**src/rtl/dsp_pipe_stage_chain.sv**
```systemverilog
// dsp_pipe_stage_chain
// DEPTH registered stages of WIDTH-bit samples with per-stage valid tags and a
// valid/ready handshake. Under backpressure, bubbles collapse toward the output.
// Flush clears every valid tag. Occupancy is the live count of valid stages.
// DEPTH=0 degenerates to a purely combinational bypass.
module dsp_pipe_stage_chain #(
    parameter int WIDTH = 18,
    parameter int DEPTH = 2,
    parameter int CNTW  = 5
) (
    input  logic             clk,
    input  logic             rst,
    input  logic             flush,
    input  logic             in_valid,
    output logic             in_ready,
    input  logic [WIDTH-1:0] in_data,
    output logic             out_valid,
    input  logic             out_ready,
    output logic [WIDTH-1:0] out_data,
    output logic [CNTW-1:0]  occupancy
);

    generate
        if (DEPTH == 0) begin : g_bypass
            logic unused_clk_rst;
            assign unused_clk_rst = ^{clk, rst};

            assign out_valid = in_valid & ~flush;
            assign out_data  = in_data;
            assign in_ready  = out_ready & ~flush;
            assign occupancy = '0;
        end else begin : g_chain
            logic [DEPTH-1:0] v_q, v_d;
            logic [WIDTH-1:0] d_q [DEPTH];
            logic [WIDTH-1:0] d_d [DEPTH];
            logic [DEPTH-1:0] adv;
            logic             push;
            logic [CNTW-1:0]  occ;

            // Stage advance from the output side. A stage is blocked only when
            // it and every stage in front of it are valid and the sink stalls.
            // Tracking that as a running AND avoids a comb self-loop on adv.
            always_comb begin : p_adv
                logic blocked;
                adv     = '0;
                blocked = ~out_ready;
                for (int i = DEPTH - 1; i >= 0; i--) begin
                    blocked = blocked & v_q[i];
                    adv[i]  = ~blocked;
                end
            end

            // in_ready depends only on stage state, out_ready and flush.
            // It never depends on in_valid.
            assign in_ready = adv[0] & ~flush;
            assign push     = in_valid & in_ready;

            // Next-state logic for the stages. Flush wins over any advance
            // and leaves the data registers alone.
            always_comb begin
                v_d = v_q;
                d_d = d_q;
                if (flush) begin
                    v_d = '0;
                end else begin
                    if (adv[0]) begin
                        v_d[0] = push;
                        if (push) begin
                            d_d[0] = in_data;
                        end
                    end
                    for (int i = 1; i < DEPTH; i++) begin
                        if (adv[i]) begin
                            v_d[i] = v_q[i-1];
                            if (v_q[i-1]) begin
                                d_d[i] = d_q[i-1];
                            end
                        end
                    end
                end
            end

            // Count of valid stages.
            always_comb begin
                occ = '0;
                for (int i = 0; i < DEPTH; i++) begin
                    occ = occ + CNTW'(v_q[i]);
                end
            end

            // Stage registers. Reset clears both the data and the valid tags.
            always_ff @(posedge clk or posedge rst) begin
                if (rst) begin
                    v_q <= '0;
                    for (int i = 0; i < DEPTH; i++) begin
                        d_q[i] <= '0;
                    end
                end else begin
                    v_q <= v_d;
                    d_q <= d_d;
                end
            end

            assign out_valid = v_q[DEPTH-1] & ~flush;
            assign out_data  = d_q[DEPTH-1];
            assign occupancy = occ;
        end
    endgenerate

endmodule

```
**config.mk**
```make
export PLATFORM = sky130hd
export DESIGN_NAME = dsp_pipe_stage_chain
export DESIGN_NICKNAME = d
export VERILOG_FILES = /design/src/rtl/dsp_pipe_stage_chain.sv
export SDC_FILE = /design/constraint.sdc
export NUM_CORES = 1
export LEC_CHECK = 0
export CAP_MARGIN = 20
export CORE_MARGIN = 10
export CORE_UTILIZATION = 45
export DETAILED_ROUTE_END_ITERATION = 8
export PLACE_DENSITY = 0.8
export SETUP_SLACK_MARGIN = 0.15
export SYNTH_ARGS = -nofsm -noshare
export SYNTH_HDL_FRONTEND = slang
export SYNTH_SLANG_ARGS = --single-unit
```
**constraint.sdc**
```tcl
create_clock -name clk -period 2.4 [get_ports clk]
set_input_delay 0.72 -clock clk [delete_from_list [all_inputs] [get_ports clk]]
set_output_delay 0.72 -clock clk [all_outputs]
set_load 0.005 [all_outputs]
```
==> reports/results.ini, run 1 <==
[clock_tree]
clk_transition_reported_paths_ps = 70
holdBufCountCts = 0
h-tree-depth = 2
cts_tree = built
cts_max_path_buffers = 2
cts-root-buf = clkbuf_8
clkLatencyLatePin_ps = 270
numCtsBuffers = 5
cts_sinks = 38

[critical_path]
critical_path_arrival_ps = 1410
critPathLaunchType = primary input
crit_fanout = 4
path_class = in -> out
required_ps = 1680
setup.worst_path.end_class = output port

[die]
start_util = 0.460
die_h_microns = 80.9
pin_count = 48
die_w_microns = 80.9
core_sq_um = 3630
placementRows = 22
die_area_sq_um = 6550

[grt]
antenna_found_initial = 0
overflow = 0
grt.met1_usage = 0.101
grt_pass1_vias = 980
grtUsageMet2 = 0.180
track_usage = 0.100
grt_pass1_wl_microns = 4950
use_met3 = 0.0353
grt_max_degree = 39
top_usage_layer = met2

[sta]
grt_setup_unrepaired = false
drv_slew = 0
setup_slack_ps = 275
final-hold-violation-count = 0
final.period_utilization = 0.885
period_minus_slack_ps = 2130
setup_viol = 0
fmax_mhz = 471
fin_skew_ps = 2.70

[place]
dpl_cell_area_sq_um = 2030
detailedPlace.worstSlack_ps = -317
dp_hpwl_microns = 2360
dp_cells = 186
place.gp.congestion = 0.722
portBuffers = 44

[final_layout]
n_antenna_cell = 0
final_cell_mix = clkdlybuf4s50_1, dfrtp_1, mux2_2
synthToLayoutAreaGrowth_pct = 28.2
instances_no_fill = 195
nNetsFinal = 170
layout_commonest_cell = clkdlybuf4s50_1
multi_input_area_sq_um = 529
fin_area_sq_um = 2140
seq_area_sq_um = 951
drive_gt1_frac = 0.340
fill_cells = 312

[yosys]
synthCells = 112
synth_top_family_by_area = multiplexers
synthSimpleGateAreaFrac = 0.0345
yosys_warnings = 0
synth_area_sq_um = 1670
synth_adder_area_share = 0.00749
synth_compound_area_frac = 0
synth.mux.area_fraction = 0.265
synth-seq-area-share = 0.569
synth_xor_area_frac = 0
ys_ff_latch = 38
ys_types = 16
synth.avg_cell_area_sq_um = 14.9

[drt]
routed-via-count = 910
routed_wl_microns = 3100
vias_per_cell = 4.67
ant_nets = 0
first_pass_iters = 4
drc = 0
wire_per_inst_microns = 15.9
dr.first_iter.drc_count = 28

[power]
seq_power_share = 0.473
vdd_ir_drop_max_mv = 0.449
swShare = 0.218
switchingPower_uw = 392
p_total_mw = 1.80
power_leakage_nw = 0.978
combPwrFrac = 0.244
power_frac_clock = 0.283
powerDensity_nw_per_um2 = 841
p_int_mw = 1.41

[job]
maxCapViolations = 0

[min_path]
hold_class = reg -> reg

[run_status]
outcome = finished, final reports clean

-- cells by family after synthesis --
family | Yosys count
fa+ha+maj | 1
flops | 38
buf+inv | 26
other cells | 1
simple gates | 10
mux | 36
-- critical path, stage by stage --
cell	delay, ps
dlygate4sd2_1	270
nor2b_1	150
dlygate4sd2_1	260
-- power by group through the flow --
stage | Combinational [mW] | Sequential (mW) | Clock, mW
finish | 0.440 | 0.852 | 0.510
global route | 0.473 | 0.867 | 0.567
CTS | 0.451 | 0.854 | 0.532
detailed placement | 0.453 | 0.866 | 0
global placement | 0.444 | 0.853 | 0
floorplan | 0.322 | 0.840 | 0
-- final timing paths --
path | to | cells after the start | slack [ps] | from
setup / recovery | out_valid | 3 | 270 | flush
max in group asynchronous | out_data[3] | 3 | 1230 | rst
hold / removal | out_data[17] | 1 | 500 | g_chain.d_q[35]
hold reg to reg | out_data[17] | 1 | 500 | g_chain.d_q[35]
setup reg to reg | g_chain.d_q[25] | 4 | 760 | g_chain.v_q[0]
min in group asynchronous | out_data[13] | 3 | 860 | rst
-- registers in the layout (all words and copies together), names as in the netlist --
| name | flops |
|---|---|
| g_chain.v_q | 2 |
| g_chain.d_q | 18 |
| out_data | 18 |
-- per-stage QoR --
step           setup TNS, ps  utilization  hold slack (ps)
6_report                   0        0.590              498
4_1_cts                    0        0.587              504
5_1_grt                    0        0.590              514
2_1_floorplan              0            -              474
3_3_place_gp            -405        0.560              482
3_5_place_dp            -733        0.560              486
-- metal layers --
| layer | up-vias | share of wire |
|---|---|---|
| met4 | 0 | 0.011 |
| li1 | 417 | - |
| met2 | 32 | 0.56 |
| met1 | 459 | 0.37 |
| met3 | 2 | 0.060 |
| met5 | - | 0 |
-- cell type report --
| cell class | count | share of cell area |
|---|---|---|
| sequential | 38 | 0.444 |
| timing repair buffer | 50 | 0.230 |
| multi-input combinational | 50 | 0.247 |
| inverter | 1 | 0.00175 |
| tap | 48 | 0.0280 |
| clock buffer | 7 | 0.0356 |
| clock inverter | 1 | 0.0140 |
-- cell usage after synthesis (all sizes together) --
master | number | area share
buf | 25 | 0.12
and2b | 1 | 0.0045
dfrtp | 38 | 0.57
nor2b | 1 | 0.0037
inv | 1 | 0.0022
or3b | 1 | 0.0052
conb | 1 | 0.0022
nor3b | 1 | 0.0045
nor2 | 5 | 0.011
mux2 | 36 | 0.27
and3b | 1 | 0.0052
ha | 1 | 0.0075
-- timing repair --
action	CTS	global route
gates resized for setup	7	1
pin swaps	1	0
setup buffers	0	1
setup endpoints to repair	2	1
No activity file was read; power rests on OpenSTA's default activity.
==> run 2: changes to the inputs <==
CTS_CLUSTER_SIZE = 8   (was unset)
==> results of run 2 <==
No change in the layout: final DEF, timing and power equal those of run 1.
==> run 3: changes to the inputs <==
CAP_MARGIN = 15   (was 20)
==> results of run 3 <==
No change in the layout: final DEF, timing and power equal those of run 1.
